`config.mk`:
```
export PLATFORM = sky130hd
export DESIGN_NAME = instr_fetch_unit
export DESIGN_NICKNAME = d
export VERILOG_FILES = /design/src/rtl/instr_fetch_unit.sv
export SDC_FILE = /design/constraint.sdc
export NUM_CORES = 1
export LEC_CHECK = 0
export ABC_AREA = 1
export CAP_MARGIN = 5
export CORE_UTILIZATION = 45
export CTS_CLUSTER_SIZE = 16
export DETAILED_ROUTE_END_ITERATION = 7
export PLACE_DENSITY = 0.72
export SYNTH_ARGS = -nofsm -noshare
export SYNTH_HDL_FRONTEND = slang
export SYNTH_SLANG_ARGS = --single-unit
export TNS_END_PERCENT = 50
```
`constraint.sdc`:
```
create_clock -name clk -period 8.4 [get_ports clk]
set_input_delay 1.68 -clock clk [delete_from_list [all_inputs] [get_ports clk]]
set_output_delay 1.68 -clock clk [all_outputs]
set_load 0.005 [all_outputs]
```
`src/rtl/instr_fetch_unit.sv`:
```
// instr_fetch_unit
//   Owns the PC and drives a synchronous instruction ROM that has a 1-cycle
//   read latency. Returned words are buffered in a 2-entry queue and offered
//   to the instruction register over a valid/ready handshake. The unit
//   handles branch redirects (flush) and stops fetching after a HALT opcode.
//
// Ports
//   clk            system clock, rising edge
//   reset          asynchronous, active-low reset
//   imem_en        ROM read enable
//   imem_addr      ROM address (current pc)
//   imem_rdata     ROM data, valid the cycle after an enabled edge
//   instr_out      head-of-queue instruction
//   pc_out         address of instr_out
//   instr_valid    queue non-empty
//   instr_ready    consumer accepts (pop on valid && ready)
//   branch_valid   one-cycle redirect request
//   branch_target  redirect address
//   halted         high while in the HALTED state
//
// Optional build macro IFU_PERF_CNT_EN adds saturating 32-bit counters:
//   fetch_count    accepted handshakes
//   stall_count    cycles with instr_valid && !instr_ready
//
// State    | meaning
// ---------+-------------------------------------------------------
// S_IDLE   | first cycle out of reset, no fetch, no redirect
// S_RUN    | fetching under the queue credit rule
// S_HALTED | HALT word enqueued, no further fetch until a redirect

module instr_fetch_unit #(
  parameter int                ADDR_W      = 8,
  parameter int                INSTR_W     = 24,
  parameter logic [ADDR_W-1:0] RESET_PC    = '0,
  parameter logic [3:0]        HALT_OPCODE = 4'hF
) (
  input  logic               clk,
  input  logic               reset,
  output logic               imem_en,
  output logic [ADDR_W-1:0]  imem_addr,
  input  logic [INSTR_W-1:0] imem_rdata,
  output logic [INSTR_W-1:0] instr_out,
  output logic [ADDR_W-1:0]  pc_out,
  output logic               instr_valid,
  input  logic               instr_ready,
  input  logic               branch_valid,
  input  logic [ADDR_W-1:0]  branch_target,
  output logic               halted
`ifdef IFU_PERF_CNT_EN
  ,
  output logic [31:0]        fetch_count,
  output logic [31:0]        stall_count
`endif
);

  typedef enum logic [1:0] {S_IDLE, S_RUN, S_HALTED} state_t;

  localparam logic [ADDR_W-1:0] PC_ONE = 1;

  state_t             r_state;
  state_t             w_state_nxt;
  logic [ADDR_W-1:0]  r_pc;
  logic [ADDR_W-1:0]  r_req_pc;
  logic               r_inflight;
  logic [1:0]         r_count;
  logic [INSTR_W-1:0] r_q_data [2];
  logic [ADDR_W-1:0]  r_q_pc   [2];

  logic w_pop;
  logic w_flush;
  logic w_push;
  logic w_halt_push;
  logic w_credit;
  logic w_issue;

  assign w_pop       = instr_valid && instr_ready;
  // Redirects are ignored in IDLE; there is nothing in flight yet.
  assign w_flush     = branch_valid && (r_state != S_IDLE);
  // A response that lands on a redirect edge belongs to the old stream.
  assign w_push      = r_inflight && !w_flush;
  assign w_halt_push = w_push && (imem_rdata[INSTR_W-1 -: 4] == HALT_OPCODE);
  // Queue entries plus the outstanding read, net of this cycle's pop, must
  // leave room for one more word so a push never hits a full queue.
  assign w_credit    = (({1'b0, r_count} + {2'b00, r_inflight}) - {2'b00, w_pop}) < 3'd2;

  always_comb begin
    w_state_nxt = r_state;
    w_issue     = 1'b0;
    case (r_state)
      S_IDLE: w_state_nxt = S_RUN;
      S_RUN: begin
        // The HALT word's own edge cancels any new fetch.
        w_issue = !w_flush && !w_halt_push && w_credit;
        if (w_halt_push) w_state_nxt = S_HALTED;
      end
      S_HALTED: ;
      default: w_state_nxt = S_IDLE;
    endcase
    if (w_flush) w_state_nxt = S_RUN;
  end

  assign imem_en     = w_issue;
  assign imem_addr   = r_pc;
  assign instr_valid = (r_count != 2'd0);
  assign instr_out   = r_q_data[0];
  assign pc_out      = r_q_pc[0];
  assign halted      = (r_state == S_HALTED);

  always_ff @(posedge clk or negedge reset) begin
    if (!reset) begin
      r_state    <= S_IDLE;
      r_pc       <= RESET_PC;
      r_req_pc   <= '0;
      r_inflight <= 1'b0;
    end else begin
      r_state    <= w_state_nxt;
      r_inflight <= w_issue;
      if (w_flush) begin
        r_pc <= branch_target;
      end else if (w_issue) begin
        r_pc     <= r_pc + PC_ONE;
        r_req_pc <= r_pc;
      end
    end
  end

  // Entry 0 is always the head. A pop that empties the queue leaves entry 0
  // untouched so the outputs hold their last value.
  always_ff @(posedge clk or negedge reset) begin
    if (!reset) begin
      r_count     <= 2'd0;
      r_q_data[0] <= '0;
      r_q_data[1] <= '0;
      r_q_pc[0]   <= '0;
      r_q_pc[1]   <= '0;
    end else if (w_flush) begin
      r_count <= 2'd0;
    end else begin
      case ({w_push, w_pop})
        2'b10: begin
          if (r_count == 2'd0) begin
            r_q_data[0] <= imem_rdata;
            r_q_pc[0]   <= r_req_pc;
          end else begin
            r_q_data[1] <= imem_rdata;
            r_q_pc[1]   <= r_req_pc;
          end
          r_count <= r_count + 2'd1;
        end
        2'b01: begin
          if (r_count == 2'd2) begin
            r_q_data[0] <= r_q_data[1];
            r_q_pc[0]   <= r_q_pc[1];
          end
          r_count <= r_count - 2'd1;
        end
        2'b11: begin
          if (r_count == 2'd1) begin
            r_q_data[0] <= imem_rdata;
            r_q_pc[0]   <= r_req_pc;
          end else begin
            r_q_data[0] <= r_q_data[1];
            r_q_pc[0]   <= r_q_pc[1];
            r_q_data[1] <= imem_rdata;
            r_q_pc[1]   <= r_req_pc;
          end
        end
        default: ;
      endcase
    end
  end

`ifdef IFU_PERF_CNT_EN
  always_ff @(posedge clk or negedge reset) begin
    if (!reset) begin
      fetch_count <= '0;
      stall_count <= '0;
    end else begin
      if (w_pop && (fetch_count != 32'hFFFF_FFFF))
        fetch_count <= fetch_count + 32'd1;
      if (instr_valid && !instr_ready && (stall_count != 32'hFFFF_FFFF))
        stall_count <= stall_count + 32'd1;
    end
  end
`endif

endmodule

```
* Word-level counts from Yosys, hierarchy flattened *
Index checks and enable logic that the tools add are counted.
Widths: inputs -> output; s select.

cells by class
  $add $sub $neg = 5
  multipliers = 0
  divide/modulo/power cells = 0
  magnitude comparators = 1
  equality and inequality tests = 14
  shift operators = 0
  muxes and demuxes = 22
  bitwise logic cells = 1
  reduce and logical (&&, ||, !) cells = 20

operator list
  cell                 number
  $mux 24              5
  $pmux 24 s3          1
  $mux 8               7
  $pmux 24 s2          1
  $pmux 8 s3           1
  $pmux 8 s2           1
  $add 8x1->8 const B  1
  $eq 2x2->1 const B   4
  $ne 2x2->1 const B   4
  $reduce_and 4->1     2
  $reduce_bool 2->1    4
  $eq 2x1->1 const B   3
  $logic_and 1x1->1    6
  $mux 2               3
  $pmux 2 s3           1
  $reduce_bool 3->1    2
  $eq 4x4->1 const B   1
  $logic_not 2->1      2
  $pmux 2 s2           1
  $reduce_and 2->1     2
  $add 2x1->3          1
  $lt 3x2->1 const B   1
  $ne 3x3->1 const B   1
  $sub 3x1->3          1
  6 further kinds      7

storage, ports and cells
  bits in registers = 85
  latch bits = 0
  memory bits (writable) = 0
  ROM bits = 0
  input bits = 36
  word-level logic and storage cells = 72
  memories kept = 0

* Longest topological paths before layout *
Gate-level depths: netlist of the first run.

  word-level depth = 11
  gate-level depth with buffers = 14

* Worst setup path after synthesis of the first run *
Ideal clock, no wire load.

  path kind = input port to output port
  start = input port instr_ready
  end = output port imem_en
  data arrival time = 3.380 ns
  required time = 6.720 ns
  setup slack = 3.340 ns
  cell stages on the path = 10
  path buffers = 1
  path through = inv_2 > nor2_4 > buf_2 > ha_1 > or2_2 > fa_1 > nand2_1 > nor2_1 > nand2_2 > inv_1

on the way
  cells in the longest elaborated chain, start to end = 5

ends and longest elaborated chain
  item                line  RTL
  start: declaration  45    input logic instr_ready,
  $logic_and 1x1->1   76    assign w_pop = instr_valid && instr_ready;
  $sub 3x1->3         84    assign w_credit = (({1'b0, r_count} + {2'b00, r_inflight}) - {2'b00, w_pop}) < 3'd2;
  $lt 3x2->1          84
  $logic_and 1x1->1   93    w_issue = !w_flush && !w_halt_push && w_credit;
  $mux 1              89    case (r_state)
  end: declaration    39    output logic imem_en,

No other way between the ends.

* Final worst setup path of the first run *
Ends and elaborated chain as after synthesis.

==> impl_metrics.json, run 1 <==
{
  "status": "finished, final reports clean",
  "die_h_um": 108,
  "placedCellCount": 863,
  "antenna_left": 0,
  "nNetsFinal": 776,
  "cp-start-kind": "primary input",
  "power.share.clock_pct": 21.1,
  "dieArea_um2": 11800,
  "crit_buf_inv": 4,
  "ioPinCount": 79,
  "worstMarginPinSlew_ps": 1220,
  "power.switching_uw": 825,
  "p_seq_share_pct": 35.0,
  "ys_top_cells_by_area": "dfrtp_1 (42%), nand2_1 (23%), nand3_1 (7.9%)",
  "post_cts_buffers": 0,
  "cts_hold_buf": 0,
  "timing.final.crit_period_ps": 6280,
  "peakVddDrop_mv": 0.178,
  "fin_tns_setup_ps": 0,
  "drc": 0,
  "grtUsageTotal_pct": 22.5,
  "final_max_slew_viol_count": 0,
  "setup_viol": 0,
  "grt_max_degree": 86,
  "cts_inserted_buffers": 9,
  "cts_num_sinks": 85,
  "cts_max_level": 3,
  "worst-setup-path-type": "in -> out",
  "insertedDiodeCount": 0,
  "overflow": 0,
  "syn_inst": 716,
  "critPathTopFamily": "buffers and inverters",
  "yosysTopAreaCellShare_pct": 41.7,
  "whs_ps": 476,
  "fin_skew_ps": 6.53,
  "seq_area_frac_synth_pct": 41.7,
  "crit_chain": "clkdlybuf4s50_1 -> inv_2 -> nor2_4 -> ha_1 -> or2_2 -> fa_1 -> nand2_1 -> nor2_1 -> nand2_2 -> inv_1 -> clkdlybuf4s50_1",
  "required_ps": 6720,
  "clk_pin_slew_ps": 60,
  "place_hpwl_um": 7510,
  "p_total_mw": 2.05,
  "path_max_fanout": 22,
  "vias": 4606,
  "wl_um": 12400,
  "final_core_util_pct": 54.1,
  "yosys_warnings": 0,
  "drt_pass1_iterations": 5,
  "rsz0062_at_grt": "false",
  "grt_pass1_vias": 4549,
  "wl_per_cell_um": 14.1,
  "cts_resized": 0,
  "yosysTopAreaCell": "dfrtp_1",
  "slowest_delay_ps": 540,
  "hold_path_class": "reg -> reg",
  "relSlewSlack_pct": 18.8,
  "max_freq_ghz": 0.159,
  "gp_congestion": 0.845,
  "clockBufferDepth": 2,
  "path_common_cell": "clkdlybuf4s50_1",
  "layout_commonest_cell": "nand2_1",
  "drtIter0Drc": 285,
  "routed_via_density": 5.24,
  "fp.dieW_um": 108,
  "cts_root_buffer": "clkbuf_16",
  "hold_viol_final": 0,
  "p_per_area_nw_per_um2": 347,
  "portBuffers": 78,
  "yosys_register_bits": 85,
  "clkLatencyLatePin_ps": 340,
  "num-fill-cells": 1082,
  "grt_pass1_wl_um": 20800,
  "syn_area_um2": 5100,
  "leakagePower_nw": 3.00,
  "syn_area_per_cell_um2": 7.13,
  "synth_fp_nets": 758,
  "worst_ep_arrival_time_ps": 4600,
  "start_util_pct": 46.7,
  "internal_power_mw": 1.23,
  "drive_gt1_share_pct": 5.01,
  "num_rows": 38,
  "maxCapViolations": 0,
  "fin_crit_sh_pct": 74.7,
  "fin_cells": 879,
  "antenna_found_initial": 0,
  "ys_types": 26,
  "critPathSlowestCell": "clkdlybuf4s50_1",
  "critPathCaptureType": "output pin",
  "cts_tree": "yes",
  "swShare_pct": 40.2,
  "power_frac_comb_pct": 44.0,
  "syn_to_final_growth_pct": 15.9,
  "coreArea_um2": 10900,
  "mostFrequentLayoutCells": "nand2_1 (306), dfrtp_1 (85), nand3_1 (81)"
}
==> metal layers <==
layer | wire, um | up-vias | GRT usage, %
met5 | 0 | - | 0
met4 | 268 | 0 | 10.9
met3 | 650 | 21 | 3.50
met2 | 6040 | 149 | 37.9
met1 | 5460 | 2146 | 27.9
li1 | - | 2290 | -
==> cell usage after synthesis <==
cell type	n
clkbuf_1	7
buf_1	2
nand2_4	1
nor2_4	2
nor2_2	1
a21oi_2	1
o211ai_4	1
buf_2	18
inv_2	5
xnor2_1	1
dfrtp_1	85
nand3_1	81
ha_1	5
nand2_1	306
nand4_1	35
o21ai_0	9
buf_6	6
nand2_2	2
fa_1	1
nand3b_1	1
buf_4	43
inv_1	49
nor2_1	10
or2_2	1
a31oi_1	1
o21ai_1	42
==> tightest hold or removal path, delay by kind of cell, from the launching register on <==
family / cells / cell delay, ps
AND/OR/NAND/NOR: 2 / 100
flip-flops: 1 / 340
==> flip-flops by register name, summed over array words and instances, names as in the netlist <==
register / flops
r_inflight: 1
imem_addr: 8
pc_out: 8
r_req_pc: 8
r_count: 2
r_q_data: 24
r_q_pc: 8
instr_out: 24
r_state: 2
==> stage by stage <==
| step | cell area, um2 | setup slack (ps) |
|---|---|---|
| after global placement | 5590 | 2230 |
| after detailed placement | 5590 | 2160 |
| after global routing | 5920 | 1950 |
| after floorplan | 5100 | 3340 |
| final | 5920 | 2120 |
| after CTS | 5920 | 2110 |
==> power groups by stage <==
stage               combinational, mW  clock (mW)  sequential [mW]
floorplan                       0.684           0            0.689
global placement                0.869           0            0.713
detailed placement              0.901           0            0.721
CTS                             0.908       0.438            0.716
global route                     1.02       0.455            0.739
finish                          0.902       0.432            0.717
==> final timing paths <==
path | slack, ps | cells after the start | start | endpoint
worst min-delay path | 480 | 2 | instr_out[18]$_DFFE_PN0P_ | instr_out[18]$_DFFE_PN0P_
worst max-delay path | 2120 | 11 | instr_ready | imem_en
worst max register to register | 5230 | 10 | r_count[1]$_DFFE_PN0P_ | instr_out[20]$_DFFE_PN0P_
max in group asynchronous | 6120 | 1 | reset | r_q_data[2]$_DFFE_PN0P_
min in group asynchronous | 1510 | 1 | reset | r_count[0]$_DFFE_PN0P_
worst min register to register | 480 | 2 | instr_out[18]$_DFFE_PN0P_ | instr_out[18]$_DFFE_PN0P_
==> cell type report <==
| type | instances | area [um2] | share of cell area, % |
|---|---|---|---|
| Sequential cell | 85 | 2130 | 35.9 |
| Clock buffer | 10 | 239 | 4.04 |
| Inverter | 54 | 203 | 3.43 |
| Clock inverter | 6 | 86.3 | 1.46 |
| Multi-Input combinational cell | 501 | 2270 | 38.4 |
| Timing Repair Buffer | 83 | 816 | 13.8 |
| Tap cell | 140 | 175 | 2.96 |
==> cells by family after synthesis <==
kind of cell	share of synthesized area (%)
AND/OR/NAND/NOR	36.8
flip-flops	41.7
AO/OA/AOI/OAI	5.71
adder cells (fa/ha/maj)	1.62
buffers and inverters	14.0
XOR/XNOR	0.172
No activity file was read; power rests on OpenSTA's default activity.
==> run 2, diff against run 1 <==
clock period = 6 ns   (was 8.4 ns; I/O delays follow)
==> impl_metrics.json, run 2 (synthesized netlist as in run 1, its figures left out) <==
{
  "status": "finished, final reports clean",
  "cp-start-kind": "primary input",
  "cts_root_buffer": "clkbuf_16",
  "grt_pass1_wl_um": 21200,
  "fin_crit_sh_pct": 88.8,
  "relSlewSlack_pct": 21.1,
  "path_max_fanout": 22,
  "num-fill-cells": 1059,
  "grtUsageMet3_pct": 3.56,
  "cts_hold_buf": 0,
  "coreArea_um2": 10900,
  "overflow": 0,
  "slowest_delay_ps": 550,
  "final_max_slew_viol_count": 0,
  "start_util_pct": 46.7,
  "vias": 4678,
  "dpl-instance-area_um2": 5590,
  "critPathSlowestCell": "clkdlybuf4s50_1",
  "timing.final.crit_period_ps": 5330,
  "cts_max_level": 3,
  "maxCapViolations": 0,
  "fp.dieW_um": 108,
  "critPathCaptureType": "output pin",
  "antenna_left": 0,
  "setup_viol": 0,
  "mostFrequentLayoutCells": "nand2_1 (306), dfrtp_1 (85), nand3_1 (81)",
  "cts_num_sinks": 85,
  "clk_pin_slew_ps": 60,
  "drive_gt1_share_pct": 5.01,
  "nNetsFinal": 776,
  "worstMarginPinSlew_ps": 1180,
  "busiest_layer": "met2",
  "critPathTopFamily": "buffers and inverters",
  "antenna_found_initial": 0,
  "met1_usage_pct": 28.9,
  "leakagePower_nw": 3.02,
  "ioPinCount": 79,
  "p_per_area_nw_per_um2": 494,
  "p_total_mw": 2.94,
  "cts_inserted_buffers": 9,
  "insertedDiodeCount": 0,
  "max_freq_ghz": 0.188,
  "rsz0062_at_grt": "false",
  "worst_ep_arrival_time_ps": 4130,
  "placedCellCount": 863,
  "grt_max_degree": 86,
  "routed_via_density": 5.32,
  "syn_to_final_growth_pct": 16.7,
  "fin_skew_ps": 4.24,
  "portBuffers": 78,
  "worst-setup-path-type": "in -> out",
  "fin_cells": 879,
  "clkLatencyLatePin_ps": 340,
  "clockBufferDepth": 2,
  "num_rows": 38,
  "final_core_util_pct": 54.5,
  "grtUsageTotal_pct": 22.8,
  "gp_congestion": 0.859,
  "wl_um": 12500,
  "layout_commonest_cell": "nand2_1",
  "grtUsageMet2_pct": 39.2,
  "drt_pass1_iterations": 5,
  "post_cts_buffers": 0,
  "cts_resized": 0,
  "cts_tree": "yes",
  "hold_path_class": "reg -> reg",
  "drc": 0,
  "multiInputGateArea_um2": 2270,
  "hold_viol_final": 0,
  "regArea_um2": 2130,
  "dieArea_um2": 11800,
  "fin_tns_setup_ps": 0,
  "drtIter0Drc": 290,
  "crit_chain": "clkdlybuf4s50_1 -> inv_2 -> nor2_4 -> ha_1 -> or2_2 -> fa_1 -> nand2_1 -> nand2_1 -> nor2_1 -> nand2_2 -> inv_1 -> clkdlybuf4s50_1",
  "required_ps": 4800,
  "wl_per_cell_um": 14.2,
  "peakVddDrop_mv": 0.204,
  "place_hpwl_um": 7390,
  "die_h_um": 108,
  "crit_buf_inv": 4,
  "stdcell_area_um2": 5950,
  "grt_pass1_vias": 4576
}
[run 2: cell count changes in the layout (fill, tap and decap cells not counted)]
cell | previous run | this run
bufinv_16 | 2 | 4
clkbuf_8 | 1 | 0
clkinv_4 | 1 | 0
[run 2: layer usage]
layer | share of wire, % | wire [um] | vias to the layer above
li1 | - | - | 2294
met5 | 0 | 0 | -
met2 | 49 | 6170 | 147
met1 | 44 | 5470 | 2219
met4 | 1.6 | 195 | 0
met3 | 5.3 | 658 | 18
[run 2: final timing paths]
kind	startpoint	end	slack [ps]	cells past startpoint
min reg2reg	instr_out[10]$_DFFE_PN0P_	instr_out[10]$_DFFE_PN0P_	480	2
min in group asynchronous	reset	imem_addr[1]$_DFFE_PN0P_	1050	1
min	instr_out[10]$_DFFE_PN0P_	instr_out[10]$_DFFE_PN0P_	480	2
max	instr_ready	imem_en	670	12
max in group asynchronous	reset	instr_out[16]$_DFFE_PN0P_	4240	1
max reg2reg	r_count[1]$_DFFE_PN0P_	pc_out[2]$_DFFE_PN0P_	2810	10
[run 2: through the flow]
step | setup WS [ps] | hold WS [ps]
5_1_grt | 544 | 498
2_1_floorplan | 1900 | 450
3_5_place_dp | 700 | 464
4_1_cts | 696 | 481
6_report | 672 | 477
3_3_place_gp | 783 | 462
[run 2: layout make-up]
| type | instances | area share [%] |
|---|---|---|
| Multi-Input combinational cell | 501 | 38.1 |
| Sequential cell | 85 | 35.7 |
| Timing Repair Buffer | 83 | 13.7 |
| Clock buffer | 9 | 3.78 |
| Inverter | 54 | 3.40 |
| Tap cell | 140 | 2.94 |
| Clock inverter | 7 | 2.31 |
[run 2: worst min-delay path, stage by stage, from the launching register on]
cell     delay, ps
dfrtp_1        340
nand2_1         50
nand2_1         50
[run 2: where the power goes]
| group | switching, mW | total (mW) | leakage, nW | internal [mW] |
|---|---|---|---|---|
| Sequential | 0.193 | 1.01 | 1.09 | 0.814 |
| Clock | 0.226 | 0.673 | 0.175 | 0.447 |
| Combinational | 0.734 | 1.26 | 1.75 | 0.528 |
| Total | 1.15 | 2.94 | 3.02 | 1.79 |
==> run 3, diff against run 2 <==
SKIP_LAST_GASP = 1   (was not set)
==> results of run 3 <==
Final layout, timing and power as in run 2 (identical DEF).
